File: config.mk
export PLATFORM = sky130hd
export DESIGN_NAME = pipe5_fetch2_execute_reg
export DESIGN_NICKNAME = d
export VERILOG_FILES = /design/src/rtl/pipe5_fetch2_execute_reg_pkg.sv /design/src/rtl/pipe5_fetch2_execute_reg.sv
export SDC_FILE = /design/constraint.sdc
export NUM_CORES = 1
export LEC_CHECK = 0
export ABC_AREA = 1
export BUFFER_PORTS_ARGS = -buffer_cell sky130_fd_sc_hd__clkbuf_2
export CAP_MARGIN = 20
export CORE_AREA = 10 10 207 209
export DETAILED_ROUTE_END_ITERATION = 6
export DIE_AREA = 0 0 217 219
export GPL_ROUTABILITY_DRIVEN = 0
export GPL_TIMING_DRIVEN = 0
export MAX_ROUTING_LAYER = met4
export PLACE_DENSITY = 0.64
export SETUP_SLACK_MARGIN = 0.5
export SYNTH_ARGS = -nofsm -noshare
export SYNTH_HDL_FRONTEND = slang
export SYNTH_SLANG_ARGS = --single-unit
export TNS_END_PERCENT = 1
File: constraint.sdc
create_clock -name CLK -period 2.14 [get_ports CLK]
set_input_delay 0.321 -clock CLK [delete_from_list [all_inputs] [get_ports CLK]]
set_output_delay 0.321 -clock CLK [all_outputs]
set_load 0.005 [all_outputs]
File: src/rtl/pipe5_fetch2_execute_reg_pkg.sv
// Shared types for the fetch2-to-execute link of the 5-stage pipeline:
// payload record, buffer occupancy states and the canonical RV32I NOP.
package pipe5_fetch2_execute_reg_pkg;

  typedef logic [31:0] word_t;

  typedef struct packed {
    word_t pc;
    word_t pc4;
    word_t instr;
    word_t prediction;
  } f2ex_payload_t;

  typedef enum logic [1:0] {
    EMPTY = 2'd0,
    ONE   = 2'd1,
    FULL  = 2'd2
  } f2ex_state_t;

  // addi x0, x0, 0
  localparam word_t RV_NOP = 32'h0000_0013;

endpackage

File: src/rtl/pipe5_fetch2_execute_reg.sv
// Execute-side register of the fetch2->execute link: main entry plus an
// optional skid entry, registered back-pressure, flush and a stall counter.
module pipe5_fetch2_execute_reg
  import pipe5_fetch2_execute_reg_pkg::*;
#(
  parameter bit    SKID_EN   = 1'b1,
  parameter word_t NOP_INSTR = RV_NOP,
  parameter int    CNT_W     = 16
) (
  input  logic             CLK,
  input  logic             nRST,
  input  logic             f2_token,
  input  logic [31:0]      f2_pc,
  input  logic [31:0]      f2_pc4,
  input  logic [31:0]      f2_instr,
  input  logic [31:0]      f2_prediction,
  output logic             f2_ready,
  input  logic             ex_stall,
  input  logic             flush,
  output logic             ex_valid,
  output logic [31:0]      ex_pc,
  output logic [31:0]      ex_pc4,
  output logic [31:0]      ex_instr,
  output logic [31:0]      ex_prediction,
  output logic [CNT_W-1:0] bp_count
);

  f2ex_state_t      state_p0;
  f2ex_payload_t    main_p0;
  f2ex_payload_t    skid_p0;
  logic             ready_p0;
  logic [CNT_W-1:0] bp_count_p0;

  f2ex_payload_t    f2_payload;
  logic             vld_p0;
  logic             accept;
  logic             consume;

  function automatic logic [CNT_W-1:0] sat_inc(input logic [CNT_W-1:0] v);
    return (&v) ? v : v + 1'b1;
  endfunction

  assign f2_payload = {f2_pc, f2_pc4, f2_instr, f2_prediction};
  assign vld_p0     = (state_p0 != EMPTY);

  // Without the skid entry, readiness must see this cycle's stall directly.
  assign f2_ready = SKID_EN ? ready_p0 : (~vld_p0 | ~ex_stall);
  assign accept   = f2_token & f2_ready;
  assign consume  = vld_p0 & ~ex_stall;

  // ---- stage register: occupancy, main/skid entries, registered ready ----
  always_ff @(posedge CLK or negedge nRST) begin
    if (!nRST) begin
      state_p0 <= EMPTY;
      main_p0  <= '0;
      skid_p0  <= '0;
      ready_p0 <= 1'b1;
    end else if (flush) begin
      state_p0 <= EMPTY;
      ready_p0 <= 1'b1;
    end else begin
      case (state_p0)
        EMPTY: begin
          if (accept) begin
            main_p0  <= f2_payload;
            state_p0 <= ONE;
          end
        end
        ONE: begin
          if (accept && consume) begin
            main_p0 <= f2_payload;
          end else if (accept) begin
            if (SKID_EN) begin
              skid_p0  <= f2_payload;
              state_p0 <= FULL;
              ready_p0 <= 1'b0;
            end else begin
              main_p0 <= f2_payload;
            end
          end else if (consume) begin
            state_p0 <= EMPTY;
          end
        end
        FULL: begin
          // Skid drains into main so ordering stays strictly FIFO.
          if (consume) begin
            main_p0  <= skid_p0;
            state_p0 <= ONE;
            ready_p0 <= 1'b1;
          end
        end
        default: begin
          state_p0 <= EMPTY;
          ready_p0 <= 1'b1;
        end
      endcase
    end
  end

  // ---- back-pressure statistics (survives flush) ----
  always_ff @(posedge CLK or negedge nRST) begin
    if (!nRST) begin
      bp_count_p0 <= '0;
    end else if (f2_token && !f2_ready) begin
      bp_count_p0 <= sat_inc(bp_count_p0);
    end
  end

  // ---- execute-side outputs ----
  assign ex_valid      = vld_p0;
  assign ex_pc         = main_p0.pc;
  assign ex_pc4        = main_p0.pc4;
  assign ex_instr      = vld_p0 ? main_p0.instr : NOP_INSTR;
  assign ex_prediction = main_p0.prediction;
  assign bp_count      = bp_count_p0;

endmodule
==> impl_metrics.tcl, run 1 <==
set metrics [dict create \
    grt_pass1_vias 12209 \
    fp.dieH_um 219 \
    yosys_warnings 0 \
    synth-xor-area-share_pct 0.4575 \
    peakVddDrop_mv 0.7770 \
    yosysUniqueCellTypes 24 \
    ys_async_sr_fraction_pct 100.0 \
    path_class "flop to output port" \
    drt_wl_total_mm 41.35 \
    dr.pass1.iters 5 \
    cts_tree "done" \
    synth_compound_area_share_pct 10.02 \
    coreArea_um2 38560 \
    layout_min_cycle_time_ps 2022 \
    setup_viol 0 \
    die_w_um 217 \
    io_pins 279 \
    ctsLongestPathBuffers 3 \
    vias 12113 \
    p_seq_share_pct 39.3 \
    synth_edf_count 0 \
    overflow 0 \
    syn-instance-count 1723 \
    crit_path_start_kind "flop" \
    antenna_found_initial 3 \
    drt.antenna.violating_nets 0 \
    ys_dominant_reg_cell "dfrtp_1" \
    drive_above_1_share_pct 25.25 \
    synth-simple-area-share_pct 24.03 \
    p_int_mw 14.57 \
    port_buffers 278 \
    p_switching_mw 7.469 \
    grt.total_usage_pct 17.57 \
    maxCapViolCount 0 \
    synth-seq-area-share_pct 51.36 \
    via_per_inst 4.618 \
    dieArea_um2 47520 \
    final_nets 2213 \
    period_share_pct 94.46 \
    max_slew.worst_pin.slew_ps 881.6 \
    num_rows 72 \
    status "finished, final reports clean" \
    skew_ps 21.12 \
    power_density_nw_per_um2 1284 \
    syn-cell-area_um2 13400 \
    crit_arrival_ps 1700 \
    p_leak_nw 9.375 \
    fin_ws_ps 118.5 \
    final_core_util_pct 44.51 \
    synth_top_area_share_pct 51.17 \
    h-tree-depth 1 \
    synthToLayoutAreaGrowth_pct 28.07 \
    clk_pin_slew_ps 60 \
    min_path_type "input port to flop" \
    required_ps 1820 \
    ys_ff_latch 275 \
    ys_top_cells_by_area "dfrtp_1 (51%), nand2_1 (15%), o21ai_0 (7.7%)" \
    wl_per_cell_um 15.76 \
    initial_core_util_pct 34.75 \
    timing.fmax_mhz 494.7 \
    synth_top_family_by_area "simple AND/OR/NAND/NOR gates" \
    synth_mux_area_share_pct 0 \
    combPwrFrac_pct 35.7 \
    yosysTopAreaCell "dfrtp_1" \
    dpl_worst_slack_ps -254.4 \
    clk_latency_ps 570 \
    ys_top_cells_by_count "nand2_1 (539), dfrtp_1 (274), o21ai_0 (205)" \
    relSlewSlack_pct 41.23 \
    grt_pass1_wl_mm 66.16 \
    drt_iter0_markers 793 \
    power.share.clock_pct 25.0 \
    synth_nets 1857 \
    final_max_slew_viol_count 0 \
    rsz0062_at_grt "true" \
    cts_sinks 275 \
    p_sw_share_pct 33.89 \
    cts_root_buffer "clkbuf_16" \
    place_hpwl_mm 30.66 \
    drc 0 \
    avgSynthCellArea_um2 7.777 \
    grt_max_degree 78 \
    cp-end-kind "output port" \
    hold_viol 0 \
    synthAdderAreaFrac_pct 0.09337 \
    yosysMostFrequentCell "nand2_1" \
    cts_buffers 31 \
    crit_fanout 6 \
]
[per-stage QoR]
| step | instances | power (mW) | hold slack (ps) | cell area [um2] | TNS (ps) |
|---|---|---|---|---|---|
| 2_1_floorplan | 1723 | 13.24 | 25.41 | 13400 | 0 |
| 3_3_place_gp | 2519 | 16.03 | 450.9 | 15440 | -1444190 |
| 3_5_place_dp | 2522 | 16.27 | 309.6 | 15530 | -26430 |
| 4_1_cts | 2621 | 22.28 | 0.1110 | 17100 | 0 |
| 5_1_grt | 2623 | 23.82 | 10.17 | 17160 | 0 |
| 6_report | 2623 | 22.04 | 23.33 | 17160 | 0 |
[area by class of cell]
class | instances | area, um2
clock inverter | 10 | 127.6
tap | 518 | 648.1
inverter | 176 | 660.6
clock buffer | 47 | 935.9
buffer | 199 | 1309
fill | 3914 | 21400
sequential | 275 | 6884
multi-input combinational | 1073 | 4683
timing repair buffer | 323 | 1908
antenna | 2 | 5.005
[path summary, 6_finish.rpt]
check / start / to / slack [ps] / depth (start not counted)
max: state_p0[0] / ex_instr[8] / 120 / 7
min: f2_pc[6] / skid_p0[102] / 20 / 3
max reg2reg: state_p0[0] / ex_pc[22] / 170 / 8
min reg2reg: ex_pc4[9] / ex_pc4[9] / 470 / 2
max in group asynchronous: nRST / skid_p0[48] / 720 / 4
min in group asynchronous: nRST / ex_pc4[10] / 280 / 2
[what timing repair did]
item                                   in CTS  in global routing
hold buffers                               34                  0
gates resized for setup                    25                 27
setup buffers                               8                  0
pin swaps                                   2                  1
endpoints found under the hold margin      83                  0
setup endpoints to repair                 302                306
[per-layer routing]
metal | global-route usage, % | vias up | wire, um | share of wire, %
met1 | 22.03 | 5702 | 18860 | 46
li1 | - | 6002 | - | -
met5 | - | - | 0 | 0
met2 | 28.97 | 348 | 19370 | 47
met3 | 3.150 | 61 | 2154 | 5.2
met4 | 4.265 | 0 | 954 | 2.3
[critical path, stage by stage (launching register included)]
cell	delay (ps)
dfrtp_1	380
buf_6	120
nor2_4	100
buf_12	140
clkbuf_16	140
buf_12	100
nor2_2	30
buf_2	110
[state kept, by name, summed over array words and instances, names as in the netlist]
signal	count
skid_p0	128
bp_count	16
ex_pc	32
ex_pc4	32
f2_ready	1
ex_prediction	32
main_p0	32
state_p0	2
[cell families after synthesis]
group                    Yosys count
AND/OR/NAND/NOR                  800
buffers and inverters            375
flip-flops                       275
AO/OA/AOI/OAI                    265
XOR/XNOR                           7
adder cells (fa/ha/maj)            1
[placed cells by master (no fill, tap or decap), types with 4 or more instances in the layout]
master,count
a21oi_1,53
buf_2,43
buf_4,119
clkbuf_1,33
clkbuf_16,32
clkbuf_2,281
clkbuf_4,4
clkbuf_8,13
clkinv_2,6
dfrtp_1,273
dlygate4sd3_1,34
inv_1,172
inv_2,4
nand2_1,539
nand3_1,143
nand4_1,5
nor2_1,100
nor2_2,7
o21ai_0,205
o21ai_1,4
xnor2_1,7
[power by group through the flow]
| stage | Clock [mW] | Sequential, mW | Combinational (mW) |
|---|---|---|---|
| 2_1_floorplan | 0 | 8.38 | 4.86 |
| 3_3_place_gp | 0 | 8.63 | 7.40 |
| 3_5_place_dp | 0 | 8.70 | 7.57 |
| 4_1_cts | 5.65 | 8.65 | 7.99 |
| 5_1_grt | 5.86 | 8.94 | 9.02 |
| 6_report | 5.50 | 8.66 | 7.88 |
No activity file was read; power rests on OpenSTA's default activity.
==> run 2, diff against run 1 <==
Settings changed: CORE_AREA 10 10 207 209 to 10 10 168 170, DIE_AREA 0 0 217 219 to 0 0 178 180, PLACE_DENSITY 0.64 to 0.88, SETUP_SLACK_MARGIN 0.5 to 0.1.
==> impl_metrics.tcl, run 2 (synthesized netlist as in run 1, its figures left out) <==
set metrics [dict create \
    relSlewSlack_pct 41.36 \
    initial_core_util_pct 53.84 \
    via_per_inst 5.166 \
    wl_met3_mm 3.064 \
    synthToLayoutAreaGrowth_pct 22.30 \
    layout_min_cycle_time_ps 2067 \
    crit_arrival_ps 1750 \
    timing.fmax_mhz 483.7 \
    grt_max_degree 110 \
    vias 12368 \
    die_w_um 178 \
    cts_sinks 275 \
    crit_path_start_kind "flop" \
    period_share_pct 96.61 \
    path_class "flop to output port" \
    reg2reg_to "skid_p0[110]" \
    endpoint "ex_instr[0]" \
    drc 0 \
    cp-end-kind "output port" \
    grt.total_usage_pct 24.08 \
    dr.pass1.iters 7 \
    setup_viol 0 \
    place_hpwl_mm 28.34 \
    reg2reg_slack_ps 150 \
    reg2reg_depth 10 \
    status "finished, final reports clean" \
    total_power_mw 21.63 \
    clk_pin_slew_ps 60 \
    skew_ps 15.43 \
    coreArea_um2 24890 \
    clk_latency_ps 540 \
    largest_reg_flops 128 \
    whs_ps 29.10 \
    final_max_slew_viol_count 0 \
    h-tree-depth 1 \
    cts_tree "done" \
    antenna_found_initial 2 \
    drt_wl_total_mm 38.57 \
    max_slew.worst_pin.slew_ps 879.6 \
    rsz0062_at_grt "true" \
    final_nets 2174 \
    required_ps 1820 \
    highest_layer "met4" \
    maxCapViolCount 0 \
    dr_wl_met2_mm 18.60 \
    drt.antenna.violating_nets 0 \
    regMostFlops "skid_p0" \
    worstSetupStartpoint "state_p0[0]" \
    drive_above_1_share_pct 25.12 \
    num_rows 58 \
    grt_pass1_vias 12351 \
    dieArea_um2 32040 \
    final_cell_mix "nand2_1 (539), clkbuf_2 (281), dfrtp_1 (273)" \
    fp.dieH_um 180 \
    p_leak_nw 9.160 \
    ctsLongestPathBuffers 3 \
    power_density_nw_per_um2 1320 \
    hold_viol 0 \
    wl_met1_mm 15.61 \
    peakVddDrop_mv 0.8314 \
    io_pins 279 \
    port_buffers 278 \
    overflow 0 \
    final_common_cell "nand2_1" \
    wl_per_cell_um 16.11 \
    regToRegStartpoint "state_p0[0]" \
    cts_root_buffer "clkbuf_16" \
    grt_pass1_wl_mm 61.67 \
    drt_iter0_markers 1047 \
    min_path_type "input port to flop" \
    final_core_util_pct 65.84 \
    crit_fanout 7 \
    cts_buffers 29 \
]
==> run 2: worst min-delay path by stage <==
stage | slack (ps) | startpoint | depth (start not counted) | endpoint
final | 30 | f2_instr[8] | 3 | skid_p0[40]
after floorplan | 30 | nRST | 0 | bp_count[0]
after global routing | 20 | f2_prediction[23] | 3 | skid_p0[23]
after detailed placement | 410 | nRST | 1 | ex_pc4[16]
after global placement | 450 | main_p0[36] | 2 | main_p0[36]
after CTS | 20 | f2_prediction[30] | 3 | skid_p0[30]
==> run 2: routing by layer <==
layer | vias up | track usage (%)
met3 | 107 | 4.296
met5 | - | -
li1 | 5909 | -
met2 | 534 | 39.52
met4 | 0 | 8.439
met1 | 5818 | 29.26
==> run 2: power breakdown <==
part           leakage, nW  internal (mW)  switching [mW]
registers             3.36           7.48            1.21
clock network        0.497           3.12            2.10
logic                 5.30           3.56            4.15
==> run 2: layout make-up <==
class,instances,area [um2]
Fill cell,1995,8503
Sequential cell,275,6884
Multi-Input combinational cell,1073,4649
Timing Repair Buffer,286,1515
Buffer,199,1264
Clock buffer,40,847.1
Inverter,176,660.6
Tap cell,330,412.9
Clock inverter,13,150.1
Antenna cell,2,5.005
==> run 2: per-stage QoR <==
stage	worst slack, ps	cell area (um2)	cells	TNS (ps)
2_1_floorplan	511.2	13400	1723	0
3_3_place_gp	-4883	15200	2331	-1333410
3_5_place_dp	-137.8	15270	2333	-3272
4_1_cts	24.41	16360	2391	0
5_1_grt	21.90	16390	2394	0
6_report	72.63	16390	2394	0
==> run 2: worst max-delay path: stages (launching register included) <==
cell      delay (ps)
dfrtp_1          350
buf_6            130
nor2_4            40
buf_12           130
buf_4            140
or2_2            290
clkbuf_2         120
==> run 2: timing repair <==
action / in CTS / in global routing
endpoints found under the hold margin: 87 / 0
endpoints found under the setup margin: 261 / 128
gates resized for setup: 13 / 9
pin swaps: 2 / 0
buffers inserted: 3 / 1
hold buffers: 1 / 0
gates cloned: 1 / 0
==> run 3, diff against run 2 <==
Settings changed: RECOVER_POWER set to 50.
Clock period 2.14 ns to 2.1 ns, I/O delays scaled along.
==> impl_metrics.tcl, run 3 (synthesized netlist as in run 1, its figures left out) <==
set metrics [dict create \
    status "finished, final reports clean" \
    path_class "flop to output port" \
    coreArea_um2 24890 \
    p_leak_nw 8.940 \
    reg2reg_slack_ps 170 \
    antenna_found_initial 2 \
    rsz0062_at_grt "true" \
    drt_wl_total_mm 38.95 \
    drive_above_1_share_pct 21.80 \
    cts_buffers 29 \
    final_common_cell "nand2_1" \
    layout_min_cycle_time_ps 2006 \
    cts_root_buffer "clkbuf_16" \
    port_buffers 278 \
    relSlewSlack_pct 41.85 \
    min_from "f2_instr[8]" \
    final_max_slew_viol_count 0 \
    peakVddDrop_mv 0.8434 \
    via_per_inst 5.189 \
    min_path_type "input port to flop" \
    power.share.clock_pct 24.1 \
    overflow 0 \
    final_core_util_pct 65.70 \
    wl_per_cell_um 16.26 \
    setup_viol 0 \
    multiInputGateArea_um2 4679 \
    place_hpwl_mm 28.34 \
    timing.fmax_mhz 498.6 \
    p_int_mw 14.34 \
    max_slew.worst_pin.slew_ps 872.3 \
    skew_ps 16.05 \
    clk_latency_ps 550 \
    die_w_um 178 \
    num_rows 58 \
    final_cell_mix "nand2_1 (539), dfrtp_1 (274), clkbuf_2 (219)" \
    final_nets 2176 \
    drc 0 \
    dpl.cell_count 2333 \
    place_area_um2 15270 \
    regMostFlops "skid_p0" \
    holdPathEnd "skid_p0[40]" \
    drt_iter0_markers 1057 \
    cts_tree "done" \
    instances_no_fill 2396 \
    synthToLayoutAreaGrowth_pct 22.04 \
    fp.dieH_um 180 \
    power_density_nw_per_um2 1346 \
    p_switching_mw 7.674 \
    h-tree-depth 1 \
    io_pins 279 \
    combPwrFrac_pct 35.6 \
    grt_max_degree 110 \
    p_sw_share_pct 34.87 \
    crit_path_start_kind "flop" \
    p_seq_share_pct 40.3 \
    dieArea_um2 32040 \
    dr.pass1.iters 5 \
    drt.antenna.violating_nets 0 \
    largest_reg_flops 128 \
    period_share_pct 95.51 \
    vias 12432 \
    grt.total_usage_pct 24.12 \
    crit_arrival_ps 1690 \
    initial_core_util_pct 53.84 \
    reg2reg_to "ex_pc[7]" \
    required_ps 1780 \
    grt_pass1_vias 12386 \
    hold_viol 0 \
    grt_pass1_wl_mm 61.76 \
    clk_pin_slew_ps 60 \
    holdPathStages 3 \
    ctsLongestPathBuffers 3 \
    maxCapViolCount 0 \
    regToRegStartpoint "state_p0[0]" \
    cp-end-kind "output port" \
    reg2reg_depth 10 \
    crit_fanout 8 \
    fin_area_um2 16350 \
    cts_sinks 275 \
    finalSetupTns_ps 0 \
    seq_area_um2 6883 \
    fill_cells 2037 \
]
## run 3: changes by cell type in the layout (fill, tap and decap cells not counted), sizes merged
cell / delta
buf: -47
clkbuf: +49
## run 3: routing by layer
layer	track usage (%)	up-vias	part of all wire [%]	wire, um
li1	-	5917	-	-
met4	8.539	0	3.4	1321
met2	39.58	522	48	18860
met5	-	-	0	0
met3	4.505	113	8.2	3179
met1	29.15	5880	40	15590
## run 3: cell type report
type / count / area share, %
flip-flops and latches: 275 / 42.09
multi-input cells: 1073 / 28.62
repair buffers: 288 / 8.891
plain buffers: 199 / 7.712
clock buffers: 40 / 5.180
inverters: 176 / 4.040
well taps: 330 / 2.525
clock inverters: 13 / 0.9181
diodes: 2 / 0.03060
## run 3: how the worst max path moves through the flow
stage / startpoint / end / slack, ps / cells after the start
floorplan: bp_count[0] / bp_count[0] / 470 / 9
global placement: nRST / main_p0[35] / -4920 / 1
detailed placement: state_p0[0] / skid_p0[58] / -180 / 8
CTS: state_p0[0] / ex_instr[4] / 60 / 6
global route: f2_ready / skid_p0[13] / 30 / 7
finish: state_p0[1] / ex_instr[4] / 90 / 5
## run 3: metrics by stage
step | hold WS [ps] | setup slack, ps | power [mW]
floorplan | 19.41 | 471.2 | 13.49
global placement | 449.3 | -4917 | 16.10
detailed placement | 400.2 | -177.8 | 16.52
CTS | 12.16 | 61.37 | 22.23
global route | 18.36 | 32.30 | 23.57
finish | 23.53 | 94.32 | 22.01
## run 3: timing repair
action | in CTS | in global routing
gates cloned | 1 | 1
setup buffers | 3 | 2
setup endpoints to repair | 269 | 123
hold buffers | 1 | 0
pin swaps | 3 | 2
resized for setup | 30 | 7
endpoints found under the hold margin | 87 | 0
## run 3: power by group through the flow
stage                     Clock (mW)  Combinational, mW  Sequential [mW]
final                           5.31               7.83             8.86
after global routing            5.62               8.85             9.10
after CTS                       5.37               8.02             8.84
after detailed placement           0               7.64             8.88
after global placement             0               7.32             8.79
after floorplan                    0               4.95             8.54
## run 3: worst max-delay path, stage by stage, from the launching register on
cell	delay, ps
dfrtp_1	450
nor2_4	70
buf_12	150
clkbuf_16	150
or2_4	220
buf_6	110
